File: src/rtl/mem_arb_pkg.sv
// Shared types and constants for the I/D memory arbiter.
package mem_arb_pkg;

    localparam int STARVE_W = 4;
    localparam int STAT_W   = 32;

    typedef enum logic [2:0] {
        IDLE    = 3'd0,
        GRANT_I = 3'd1,
        GRANT_D = 3'd2,
        DONE_I  = 3'd3,
        DONE_D  = 3'd4
    } arb_state_t;

    typedef enum logic [1:0] {
        FREE   = 2'd0,
        BUSY   = 2'd1,
        ACCESS = 2'd2,
        ERROR  = 2'd3
    } ramstate_t;

    typedef logic [31:0] word_t;
    typedef logic [31:0] addr_t;

endpackage

File: src/rtl/mem_arb_stats.sv
// Saturating performance counters for the memory arbiter (grants and stall cycles).
module mem_arb_stats
    import mem_arb_pkg::*;
(
    input  logic              CLK,
    input  logic              RST,
    input  logic              igrant_inc,
    input  logic              dgrant_inc,
    input  logic              stall_inc,
    output logic [STAT_W-1:0] stat_igrant,
    output logic [STAT_W-1:0] stat_dgrant,
    output logic [STAT_W-1:0] stat_stall
);

    logic [2:0]             inc;
    logic [2:0][STAT_W-1:0] cnt_q, cnt_d;

    assign inc = {stall_inc, dgrant_inc, igrant_inc};

    always_comb begin
        for (int i = 0; i < 3; i++) begin
            cnt_d[i] = (inc[i] && !(&cnt_q[i])) ? cnt_q[i] + 1'b1 : cnt_q[i];
        end
    end

    always_ff @(posedge CLK or posedge RST) begin
        if (RST) cnt_q <= '0;
        else     cnt_q <= cnt_d;
    end

    assign stat_igrant = cnt_q[0];
    assign stat_dgrant = cnt_q[1];
    assign stat_stall  = cnt_q[2];

endmodule

File: src/rtl/mem_arbiter.sv
// Serialises I-cache and D-cache word accesses onto one RAM port; data side has priority
// with bounded instruction starvation. Define MEM_ARB_STATS_EN to enable the stat counters.
module mem_arbiter
    import mem_arb_pkg::*;
#(
    parameter int STARVE_LIMIT = 4,
    parameter int ADDR_W       = 32,
    parameter int WORD_W       = 32
) (
    input  logic              CLK,
    input  logic              RST,
    input  logic              iREN,
    input  logic [ADDR_W-1:0] iaddr,
    output logic              iwait,
    output logic [WORD_W-1:0] iload,
    input  logic              dREN,
    input  logic              dWEN,
    input  logic [ADDR_W-1:0] daddr,
    input  logic [WORD_W-1:0] dstore,
    output logic              dwait,
    output logic [WORD_W-1:0] dload,
    output logic              ramREN,
    output logic              ramWEN,
    output logic [ADDR_W-1:0] ramaddr,
    output logic [WORD_W-1:0] ramstore,
    input  logic [WORD_W-1:0] ramload,
    input  logic [1:0]        ramstate,
    output logic [STAT_W-1:0] stat_igrant,
    output logic [STAT_W-1:0] stat_dgrant,
    output logic [STAT_W-1:0] stat_stall
);

    localparam logic [STARVE_W-1:0] LIMIT = STARVE_W'(STARVE_LIMIT);

    arb_state_t          state_q, state_d;
    logic [STARVE_W-1:0] starve_q, starve_d;
    logic                ren_q, ren_d, wen_q, wen_d;
    logic [ADDR_W-1:0]   addr_q, addr_d;
    logic [WORD_W-1:0]   store_q, store_d;
    logic [WORD_W-1:0]   iload_q, iload_d, dload_q, dload_d;
    logic                d_pend, ram_ack, in_grant;
    ramstate_t           rs;

    assign d_pend   = dREN | dWEN;
    assign rs       = ramstate_t'(ramstate);
    assign ram_ack  = (rs == ACCESS);
    assign in_grant = (state_q == GRANT_I) || (state_q == GRANT_D);

    always_ff @(posedge CLK or posedge RST) begin
        if (RST) state_q <= IDLE;
        else     state_q <= state_d;
    end

    always_comb begin
        state_d = state_q;
        case (state_q)
            IDLE: begin
                if (d_pend && (!iREN || starve_q < LIMIT)) state_d = GRANT_D;
                else if (iREN)                             state_d = GRANT_I;
            end
            // BUSY/FREE/ERROR all hold; the strobes stay up so ERROR is simply reissued
            GRANT_I: if (ram_ack) state_d = DONE_I;
            GRANT_D: if (ram_ack) state_d = DONE_D;
            DONE_I,
            DONE_D:  state_d = IDLE;
            default: state_d = IDLE;
        endcase
    end

    always_comb begin
        starve_d = starve_q;
        ren_d    = ren_q;
        wen_d    = wen_q;
        addr_d   = addr_q;
        store_d  = store_q;
        iload_d  = iload_q;
        dload_d  = dload_q;
        if (state_q == IDLE) begin
            if (!iREN) starve_d = '0;
            if (state_d == GRANT_D) begin
                addr_d  = daddr;
                store_d = dstore;
                wen_d   = dWEN;
                ren_d   = !dWEN;
                if (iREN) starve_d = starve_q + STARVE_W'(1);
            end else if (state_d == GRANT_I) begin
                addr_d   = iaddr;
                wen_d    = 1'b0;
                ren_d    = 1'b1;
                starve_d = '0;
            end
        end
        if (in_grant && ram_ack) begin
            ren_d = 1'b0;
            wen_d = 1'b0;
            if (state_q == GRANT_I) iload_d = ramload;
            else if (ren_q)         dload_d = ramload;
        end
    end

    always_ff @(posedge CLK or posedge RST) begin
        if (RST) begin
            starve_q <= '0;
            ren_q    <= 1'b0;
            wen_q    <= 1'b0;
            addr_q   <= '0;
            store_q  <= '0;
            iload_q  <= '0;
            dload_q  <= '0;
        end else begin
            starve_q <= starve_d;
            ren_q    <= ren_d;
            wen_q    <= wen_d;
            addr_q   <= addr_d;
            store_q  <= store_d;
            iload_q  <= iload_d;
            dload_q  <= dload_d;
        end
    end

    always_comb begin
        iwait    = (state_q != DONE_I);
        dwait    = (state_q != DONE_D);
        ramREN   = ren_q;
        ramWEN   = wen_q;
        ramaddr  = addr_q;
        ramstore = store_q;
        iload    = iload_q;
        dload    = dload_q;
    end

`ifdef MEM_ARB_STATS_EN
    logic stall;
    assign stall = (iREN && iwait) || (d_pend && dwait);

    mem_arb_stats u_stats (
        .CLK         (CLK),
        .RST         (RST),
        .igrant_inc  (state_q == IDLE && state_d == GRANT_I),
        .dgrant_inc  (state_q == IDLE && state_d == GRANT_D),
        .stall_inc   (stall),
        .stat_igrant (stat_igrant),
        .stat_dgrant (stat_dgrant),
        .stat_stall  (stat_stall)
    );
`else
    assign stat_igrant = '0;
    assign stat_dgrant = '0;
    assign stat_stall  = '0;
`endif

endmodule
File: config.mk
export PLATFORM = sky130hd
export DESIGN_NAME = mem_arbiter
export DESIGN_NICKNAME = d
export VERILOG_FILES = /design/src/rtl/mem_arb_pkg.sv /design/src/rtl/mem_arb_stats.sv /design/src/rtl/mem_arbiter.sv
export SDC_FILE = /design/constraint.sdc
export NUM_CORES = 1
export LEC_CHECK = 0
export ABC_AREA = 1
export BUFFER_PORTS_ARGS = -buffer_cell sky130_fd_sc_hd__buf_2
export CORE_AREA = 2 2 142 144
export CTS_CLUSTER_SIZE = 14
export DETAILED_ROUTE_END_ITERATION = 16
export DIE_AREA = 0 0 144 146
export REMOVE_ABC_BUFFERS = 1
export SLEW_MARGIN = 0
export SYNTH_ARGS = -nofsm -noshare
export SYNTH_HDL_FRONTEND = slang
export SYNTH_HIERARCHICAL = 1
export SYNTH_SLANG_ARGS = --single-unit
File: constraint.sdc
create_clock -name CLK -period 11.82 [get_ports CLK]
set_input_delay 1.773 -clock CLK [delete_from_list [all_inputs] [get_ports CLK]]
set_output_delay 1.773 -clock CLK [all_outputs]
set_load 0.01 [all_outputs]
==> impl_results.md, run 1 <==
- Run status: completed
- Multi-input gate area: 2370 um^2
- Number of antenna violations at the first check in global routing: 0
- Hold Path Class: register to register
- Power consumption: 2.41 mW
- Total gr overflow: 0
- Initial cell density of the core: 33.6%
- Max Fanout on Critical Path: 35
- Number of violations reported at the end of detailed-routing iteration 0: 204
- Worst-margin pin slew: 0.941 ns
- Number of gates resized after CTS: 0
- Die boundary height: 146 um
- Unrepaired setup endpoints after global routing: false
- Hold Vio Cnt, Final: 0
- Area of all sequential standard cells: 3430 um^2
- Share of layout cells above drive strength 1: 29.8%
- Aggregate routed wire length: 16900 um
- Number of antenna cells inserted: 0
- Cell Area, Placed: 7660 um^2
- Global-route wire length before repair: 26100 um
- Clock slew seen by the registers of the worst setup and hold paths: 0.06 ns
- Final setup violation count: 0
- Leakage power figure: 4.93 nW
- Final worst-path cycle share: 35.9%
- Distinct cell type count of the synthesized netlist: 21
- Overall via count from detail_route: 5517
- Vias in the first global route: 5164
- Residual DRC count: 0
- Relative slew slack: 37.2%
- Clock tree from TritonCTS: done
- Synth Instances: 784
- Net count of the finished layout: 1170
- Finished layout cell area: 8300 um^2
- Filler Cells Inserted: 1988
- Peak supply drop: 0.000138 V
- Mean area per synthesized cell: 8.29 um^2
- # hold bufs at CTS: 0
- Maximum Capacitance Violations: 0
- Pin count of the biggest net entering global routing: 72
- Fmax: 236 MHz
- Maximum clock skew at final layout: 0.00850 ns
- Worst r2r path cells: 10
- Most common cell after layout, fill and taps aside: nand2_1
- Final Max Tran Viols: 0
- Crit path DAT: 4.53 ns
- Routability-driven placement congestion ratio: 0.757
- Worst setup startpoint: dWEN
- Longest Clk Path Bufs: 2
- I/O pins: 363
- Most used cells in the layout excluding fill and tap cells: nand2_1, buf_2, dfrtp_1, conb_1, nand3_1
- Critical path start-end classification: primary input to register
- Internal reg-to-reg setup slack: 8.02 ns
- Die boundary width: 144 um
- Type of element capturing the critical path: register
- Core ar.: 19300 um^2
- Std-Cell Rows: 51
- Kind of start point of the critical path: primary input
- PD cells: 291 nW/um^2
- Sum of net half-perimeters after detailed placement: 12000 um
- H-Tree Depth: 4
- Number of clock buffers inserted by TritonCTS: 17
- Sum of negative setup slack: 0 ns
- Vias per cell: 4.21
- Flop and latch count out of synthesis: 137
- Number of clock sinks: 137
- Count of input and output buffers: 266
- Count of synthesis-stage warnings from yosys: 6
- Wirelength per Cell: 12.9 um
- Floorplan die area: 21000 um^2
- Critical Path End: ramaddr[4]
- Worst-Skew Late Latency: 0.41 ns
- Root buf cell: clkbuf_16
- Mapped cell area: 6500 um^2
- Count of buffers added by post-CTS timing repair for setup: 0
- Number of nets with antenna violations after detailed routing: 0
- Global-route usage over all layers: 15.8%
- Required time reported for the critical path endpoint: 12.10 ns
- Clock period minus worst slack: 4.24 ns
- R2r startpoint: state_q[0]
- Area Overhead vs Synth: 27.7%
- Number of placed cells counting well taps: 1280
- Count of TritonRoute iterations in the first routing pass: 4
- Post-Layout Cell Count: 1312
- Crit Reg-Reg Endpoint: ramaddr[4]
- Sequential element share of the synthesized area: 52.8%
[flip-flops by register name, indices dropped and copies added, names as in the netlist]
signal and cells:
dload 32, iload 32, ramREN 1, ramWEN 1
ramaddr 32, ramstore 32, starve_q 4, state_q 3
[Yosys cell counts, drive strengths merged]
master	count	area (um^2)
nand2	311	1200
dfrtp	137	3430
buf	109	797
nand3	71	355
o21ai	65	325
inv	47	176
clkbuf	24	90.1
nor2	10	42.5
a21oi	4	20.0
a21boi	2	26.3
conb	1	3.75
ha	1	12.5
nand3b	1	11.3
o21bai	1	7.51
[power breakdown]
part / leakage (nW) / switching, mW / total [mW] / internal (mW)
sequential: 1.72 / 0.121 / 0.817 / 0.696
combinational: 2.90 / 0.670 / 1.02 / 0.353
clock: 0.308 / 0.210 / 0.573 / 0.363
[how the worst min path moves through the flow]
| stage | depth (start not counted) | from | end | slack [ns] |
|---|---|---|---|---|
| 3_3_place_gp | 2 | ramstore[13] | ramstore[13] | 0.46 |
| 2_1_floorplan | 2 | starve_q[3] | starve_q[3] | 0.47 |
| 5_1_grt | 2 | ramaddr[1] | ramaddr[1] | 0.49 |
| 6_report | 2 | ramstore[17] | ramstore[17] | 0.47 |
| 3_5_place_dp | 2 | ramstore[17] | ramstore[17] | 0.46 |
| 4_1_cts | 2 | ramstore[17] | ramstore[17] | 0.48 |
[routing by layer]
| metal | vias up | track usage [%] | wire length, um |
|---|---|---|---|
| li1 | 2746 | - | - |
| met1 | 2535 | 19.1 | 7220 |
| met2 | 222 | 26.6 | 8030 |
| met3 | 14 | 5.43 | 1430 |
| met4 | 0 | 4.51 | 199 |
| met5 | - | 0 | 0 |
[layout make-up]
type,count,area share (%)
timing repair buffer,269,16.3
tap,265,4.00
clock buffer,20,5.38
multi-input combinational,562,28.5
sequential,137,41.3
inverter,47,2.19
clock inverter,12,2.26
[per-stage QoR]
step / hold slack [ns] / util, % / setup WS, ns
after floorplan: 0.473 / - / 6.38
after global placement: 0.458 / 39.6 / 7.12
after detailed placement: 0.460 / 39.6 / 7.03
after CTS: 0.476 / 42.9 / 7.45
after global routing: 0.491 / 42.9 / 7.18
final: 0.473 / 42.9 / 7.58
[worst max-delay path, stage by stage]
cell and delay [ns]:
buf_2 0.09, inv_1 0.03, nand2_1 0.09, nand3_1 0.16, nand2_1 0.11, nand2_2 0.40, nand2_4 0.50, nand2_4 0.32
nand2_4 0.46, nand2_4 0.33, nand2_1 0.15, nand2_1 0.07
[logic make-up after synthesis]
group	count (synthesis)	synth area share (%)
adders and majority gates	1	0.193
other	1	0.0577
and+or+nand+nor	393	24.8
DFF	137	52.8
buffers and inverters	180	16.4
AOI/OAI and AO/OA	72	5.84
Note: power is estimated with default switching activity, not from simulation.
==> run 2, diff against run 1 <==
- ABC_AREA: 1 -> 0
- clock period: 11.82 -> 4.28 ns (I/O delays scaled with it)
==> impl_results.md, run 2 <==
- Run status: completed
- Share of Yosys cell area claimed by the top area cell type: 53.3% (+0.55 points)
- Final worst-path cycle share: 54.0%
- Final setup violation count: 0 (unchanged)
- Maximum Capacitance Violations: 0 (unchanged)
- Root buf cell: clkbuf_16
- Number of nets with antenna violations after detailed routing: 0 (unchanged)
- Clock tree from TritonCTS: done
- Aggregate routed wire length: 14800 um (-12%)
- Worst-Skew Late Latency: 0.41 ns (about the same)
- Std-Cell Rows: 51 (unchanged)
- Sum of net half-perimeters after detailed placement: 10700 um (-11%)
- Kind of start point of the critical path: register
- PD cells: 727 nW/um^2 (+150%)
- Final worst-path setup slack: 1.97 ns (-5.60 ns)
- Number of enable-type register cells in the synthesized netlist: 0 (unchanged)
- Sequential element share of the synthesized area: 53.3% (+0.55 points)
- Mean area per synthesized cell: 12.2 um^2 (+47%)
- Dominant cells by area after synthesis: dfrtp_1, buf_4, mux2_2
- Worst r2r path cells: 3 (-7)
- Number of violations reported at the end of detailed-routing iteration 0: 140 (-31%)
- Peak supply drop: 0.000266 V (+93%)
- Final Max Tran Viols: 0 (unchanged)
- Hold Vio Cnt, Final: 0 (unchanged)
- Setup slack at placement: 1.82 ns (-5.22 ns)
- R2r startpoint: state_q[1]
- H-Tree Depth: 4 (unchanged)
- Clock slew seen by the registers of the worst setup and hold paths: 0.06 ns (about the same)
- Vias per cell: 4.25 (+1.0%)
- Maximum clock skew at final layout: 0.00487 ns (-0.00363 ns)
- Fin util: 42.5% (-0.44 points)
- Share of layout cells above drive strength 1: 49.7% (+20 points)
- Max Fanout on Critical Path: 33 (-5.7%)
- I/O pins: 363 (unchanged)
- Longest Clk Path Bufs: 2 (unchanged)
- Overall via count from detail_route: 4553 (-17%)
- Most used cells in the layout excluding fill and tap cells: buf_2, dfrtp_1, conb_1, a21oi_1, mux2_2
- Die boundary height: 146 um (unchanged)
- Hold Path Class: primary input to async pin
- Grt met3 use: 5.13% (-0.30 points)
- Count of input and output buffers: 266 (unchanged)
- Most frequent cells after synthesis: dfrtp_1, buf_4, a21oi_1
- Core ar.: 19300 um^2 (unchanged)
- Cell type with the highest aggregate area in the netlist: dfrtp_1
- Floorplan die area: 21000 um^2 (unchanged)
- Relative slew slack: 45.0% (+7.8 points)
- Wirelength per Cell: 13.8 um (+7.4%)
- Number of gates resized after CTS: 0 (unchanged)
- Number of antenna cells inserted: 0 (unchanged)
- Distinct cell type count of the synthesized netlist: 31 (+48%)
- Crit Reg-Reg Endpoint: ramstore[29]
- Library cell with the highest instance count after synthesis: dfrtp_1
- Share of flip-flops with an asynchronous set or reset after synthesis: 100% (unchanged)
- # hold bufs at CTS: 0 (unchanged)
- Met2 track demand over resource in global routing: 22.5% (-4.2 points)
- Clock period minus worst slack: 2.31 ns
- Area Overhead vs Synth: 27.7% (about the same)
- Most common cell after layout, fill and taps aside: buf_2
- Required time reported for the critical path endpoint: 4.57 ns (-7.53 ns)
- Leading register cell type out of synthesis: dfrtp_1
- Routability-driven placement congestion ratio: 0.789 (+4.3%)
- Vias in the first global route: 4447 (-14%)
- Synth Instances: 529 (-33%)
- Worst-margin pin slew: 0.823 ns (-0.118 ns)
- Net count of the finished layout: 930 (-21%)
- Count of synthesis-stage warnings from yosys: 6 (unchanged)
- Global-route wire length before repair: 23000 um (-12%)
- Busiest layer in global routing: met2
- Count of TritonRoute iterations in the first routing pass: 4 (unchanged)
- Global-route track usage on met1: 17.1% (-2.0 points)
- Filler Cells Inserted: 1897 (-4.6%)
- Fmax: 433 MHz
- Total gr overflow: 0 (unchanged)
- Residual DRC count: 0 (unchanged)
- Number of clock buffers inserted by TritonCTS: 17 (unchanged)
- Leakage power figure: 4.25 nW (-14%)
- Count of buffers added by post-CTS timing repair for setup: 0 (unchanged)
- Die boundary width: 144 um (unchanged)
- Type of element capturing the critical path: register
- Mapped cell area: 6430 um^2 (-1.0%)
- Global-route usage over all layers: 13.8% (-2.0 points)
- Initial cell density of the core: 33.2% (-0.35 points)
- Unrepaired setup endpoints after global routing: false
- Pin count of the biggest net entering global routing: 89 (+24%)
- Flop and latch count out of synthesis: 137 (unchanged)
- Internal reg-to-reg setup slack: 1.97 ns (-6.05 ns)
- Number of clock sinks: 137 (unchanged)
- Number of antenna violations at the first check in global routing: 0 (unchanged)
- Crit path DAT: 2.60 ns (-1.93 ns)
- Critical path start-end classification: register to register
## run 2: cell count changes after synthesis, sizes merged, moves of 3 or more
cell,change
a21oi,+61
buf,+13
clkbuf,-24
inv,-46
mux2,+97
nand2,-269
nand2b,+3
nand3,-71
nor2,+28
nor3,+5
o21ai,-60
## run 2: routing by layer
metal	share of wire, %	routed length [um]
met3	9.7	1430
met2	48	7110
met4	1.2	184
met5	0	0
met1	41	6080
## run 2: power breakdown
part           switching, mW  leakage [nW]  total, mW  internal [mW]
Combinational           1.16          2.29       2.22           1.06
Sequential             0.308          1.66       2.17           1.86
Clock                  0.598         0.306       1.59          0.989
Total                   2.06          4.25       5.97           3.91
## run 2: cell type report
| cell class | instances | area, um^2 | area share (%) |
|---|---|---|---|
| inverters | 1 | 8.76 | 0.107 |
| repair buffers | 273 | 1380 | 16.9 |
| multi-input cells | 364 | 2420 | 29.5 |
| well taps | 265 | 332 | 4.04 |
| flip-flops and latches | 137 | 3430 | 41.8 |
| clock inverters | 15 | 210 | 2.56 |
| clock buffers | 17 | 425 | 5.18 |
## run 2: cell families after synthesis
| family | Yosys count | share of synthesized area [%] |
|---|---|---|
| buf+inv | 123 | 14.7 |
| other cells | 1 | 0.0583 |
| compound gates | 75 | 6.23 |
| mux | 97 | 18.7 |
| flops | 137 | 53.3 |
| xor+xnor | 1 | 0.136 |
| simple gates | 94 | 6.70 |
| fa+ha+maj | 1 | 0.195 |
## run 2: worst max-delay path, stage by stage, from the launching register on
cell     delay (ns)
dfrtp_1        0.54
or3_1          0.56
nor2_8         0.64
mux2_2         0.41
## run 2: worst max-delay path by stage
stage,startpoint,end,slack (ns),cells past startpoint
floorplan,RST,dload[0],-0.03,1
global placement,iREN,ramstore[30],1.86,5
detailed placement,iREN,ramstore[29],1.82,5
CTS,state_q[2],ramstore[29],1.94,3
global route,state_q[1],ramstore[29],1.85,3
finish,state_q[1],ramstore[29],1.97,3
## run 2: metrics by stage
step | hold WS (ns) | std cells | power (mW) | cell area (um^2) | setup TNS (ns)
global route | 0.436 | 1072 | 6.38 | 8210 | 0
finish | 0.392 | 1072 | 5.97 | 8210 | 0
detailed placement | 0.469 | 1040 | 4.43 | 7570 | 0
CTS | 0.410 | 1072 | 6.06 | 8210 | 0
global placement | 0.462 | 1040 | 4.40 | 7570 | 0
floorplan | 0.454 | 502 | 3.50 | 5850 | -4.08
==> run 3, diff against run 2 <==
- ABC_AREA: 0 -> 1
- CORE_AREA: 2 2 142 144 -> 2 2 143 145
- DIE_AREA: 0 0 144 146 -> 0 0 145 147
- clock period: 4.28 -> 2.3 ns (I/O delays scaled with it)
==> impl_results.md, run 3 (synthesized netlist as in run 1, its figures left out) <==
- Run status: completed
- Max Fanout on Critical Path: 33 (unchanged)
- Count of TritonRoute iterations in the first routing pass: 5 (+1)
- Total gr overflow: 0 (unchanged)
- Die boundary height: 147 um (+0.68%)
- Depth of the worst hold-timing path: 3
- Startpoint of the worst hold path: dstore[0]
- Number of clock buffers inserted by TritonCTS: 17 (unchanged)
- Pin count of the biggest net entering global routing: 65 (-27%)
- Vias in the first global route: 5398 (+21%)
- Filler Cells Inserted: 2050 (+8.1%)
- Unrepaired setup endpoints after global routing: false
- Maximum clock skew at final layout: 0.00958 ns (+0.00470 ns)
- Wirelength per Cell: 12.7 um (-8.1%)
- Crit Reg-Reg Endpoint: ramaddr[11]
- Most used cells in the layout excluding fill and tap cells: nand2_1, buf_2, dfrtp_1, conb_1, nand3_1
- PD cells: 1510 nW/um^2 (+110%)
- Core ar.: 19800 um^2 (+2.6%)
- Cell Area, Placed: 7830 um^2 (+3.3%)
- Finished layout cell area: 8510 um^2 (+3.6%)
- Clock slew seen by the registers of the worst setup and hold paths: 0.06 ns (about the same)
- Aggregate routed wire length: 16900 um (+14%)
- Clock period minus worst slack: 1.90 ns (-0.409 ns)
- Required time reported for the critical path endpoint: 2.65 ns (-1.92 ns)
- Count of input and output buffers: 266 (unchanged)
- Initial cell density of the core: 32.7% (-0.51 points)
- Worst r2r path cells: 9 (+6)
- Leakage power figure: 5.04 nW (+18%)
- Number of nets with antenna violations after detailed routing: 0 (unchanged)
- Net count of the finished layout: 1184 (+27%)
- Residual DRC count: 0 (unchanged)
- Power consumption: 12.9 mW (+120%)
- Clock tree from TritonCTS: done
- Std-Cell Rows: 52 (+2.0%)
- Number of antenna violations at the first check in global routing: 0 (unchanged)
- Routability-driven placement congestion ratio: 0.751 (-4.8%)
- Internal reg-to-reg setup slack: 0.40 ns (-1.57 ns)
- Kind of start point of the critical path: register
- Final setup violation count: 0 (unchanged)
- Longest Clk Path Bufs: 2 (unchanged)
- Fmax: 526 MHz (+22%)
- Number of antenna cells inserted: 0 (unchanged)
- Die boundary width: 145 um (+0.69%)
- Worst setup startpoint: state_q[1]
- Maximum Capacitance Violations: 0 (unchanged)
- Final Max Tran Viols: 0 (unchanged)
- Peak supply drop: 0.000888 V (+230%)
- Global-route wire length before repair: 27100 um (+18%)
- R2r startpoint: state_q[1]
- Worst-Skew Late Latency: 0.41 ns (about the same)
- Number of violations reported at the end of detailed-routing iteration 0: 169 (+21%)
- Capture endpoint of the worst hold path: ramstore[0]
- Root buf cell: clkbuf_16
- Global-route usage over all layers: 15.9% (+2.1 points)
- Worst-margin pin slew: 0.519 ns (-0.305 ns)
- Sum of net half-perimeters after detailed placement: 12300 um (+16%)
- Area Overhead vs Synth: 31.0%
- Vias per cell: 4.17 (-1.7%)
- Share of layout cells above drive strength 1: 30.7% (-19 points)
- Number of clock sinks: 137 (unchanged)
- I/O pins: 363 (unchanged)
- Hold Vio Cnt, Final: 0 (unchanged)
- Floorplan die area: 21300 um^2 (+1.4%)
- Hold Path Class: primary input to register
- Type of element capturing the critical path: register
- Overall via count from detail_route: 5552 (+22%)
- Most common cell after layout, fill and taps aside: nand2_1
- Crit path DAT: 2.25 ns (-0.35 ns)
- Number of gates resized after CTS: 0 (unchanged)
- Final worst-path cycle share: 82.6% (+29 points)
- Relative slew slack: 65.4% (+20 points)
- H-Tree Depth: 4 (unchanged)
- Critical path start-end classification: register to register
-- run 3: how the worst max path moves through the flow --
stage                             end  slack [ns]  cells past startpoint
final                     ramaddr[11]        0.40                      9
after global routing       ramaddr[3]        0.26                      9
after CTS                 ramaddr[27]        0.39                      9
after detailed placement   ramaddr[5]        0.37                     11
after global placement         ramWEN        0.39                     11
after floorplan              dload[0]       -1.71                      1
-- run 3: worst max-delay path, stage by stage (launching register included) --
cell and delay [ns]:
dfrtp_1 0.41, nand3b_2 0.29, nor2_2 0.17, nor2_1 0.10, nand2_4 0.09, buf_4 0.32, nand3_1 0.18, nand2_1 0.11
nand3_1 0.06, nand2_1 0.07
-- run 3: timing repair --
action,CTS,global route
hold buffers,1,0
endpoints found under the hold margin,9,0
buffers inserted,0,0
-- run 3: metrics by stage --
step / std cells / hold slack, ns / setup TNS (ns) / setup slack, ns / utilization, %
final: 1330 / 0.125 / 0 / 0.400 / 42.9
after global routing: 1330 / 0.108 / 0 / 0.255 / 42.9
after CTS: 1330 / 0.101 / 0 / 0.392 / 42.9
after detailed placement: 1298 / 0.432 / 0 / 0.368 / 39.4
after global placement: 1298 / 0.435 / 0 / 0.385 / 39.4
after floorplan: 746 / 0.455 / -251.97 / -1.71 / -
-- run 3: metal layers --
| metal | track usage [%] | part of all wire [%] |
|---|---|---|
| met5 | 0 | 0 |
| met4 | 5.40 | 1.7 |
| met3 | 6.12 | 8.5 |
| met2 | 25.9 | 47 |
| met1 | 19.5 | 43 |
-- run 3: cell type report --
class,instances,area [um^2],share of cell area [%]
flip-flops and latches,137,3430,40.3
multi-input cells,562,2370,27.8
repair buffers,283,1520,17.9
clock buffers,18,429,5.04
well taps,270,338,3.97
clock inverters,13,240,2.82
inverters,47,181,2.13
-- run 3: report_power, final --
group	internal (mW)	switching, mW
clock network	2.05	1.08
registers	3.58	0.605
logic	2.06	3.51
total	7.68	5.19
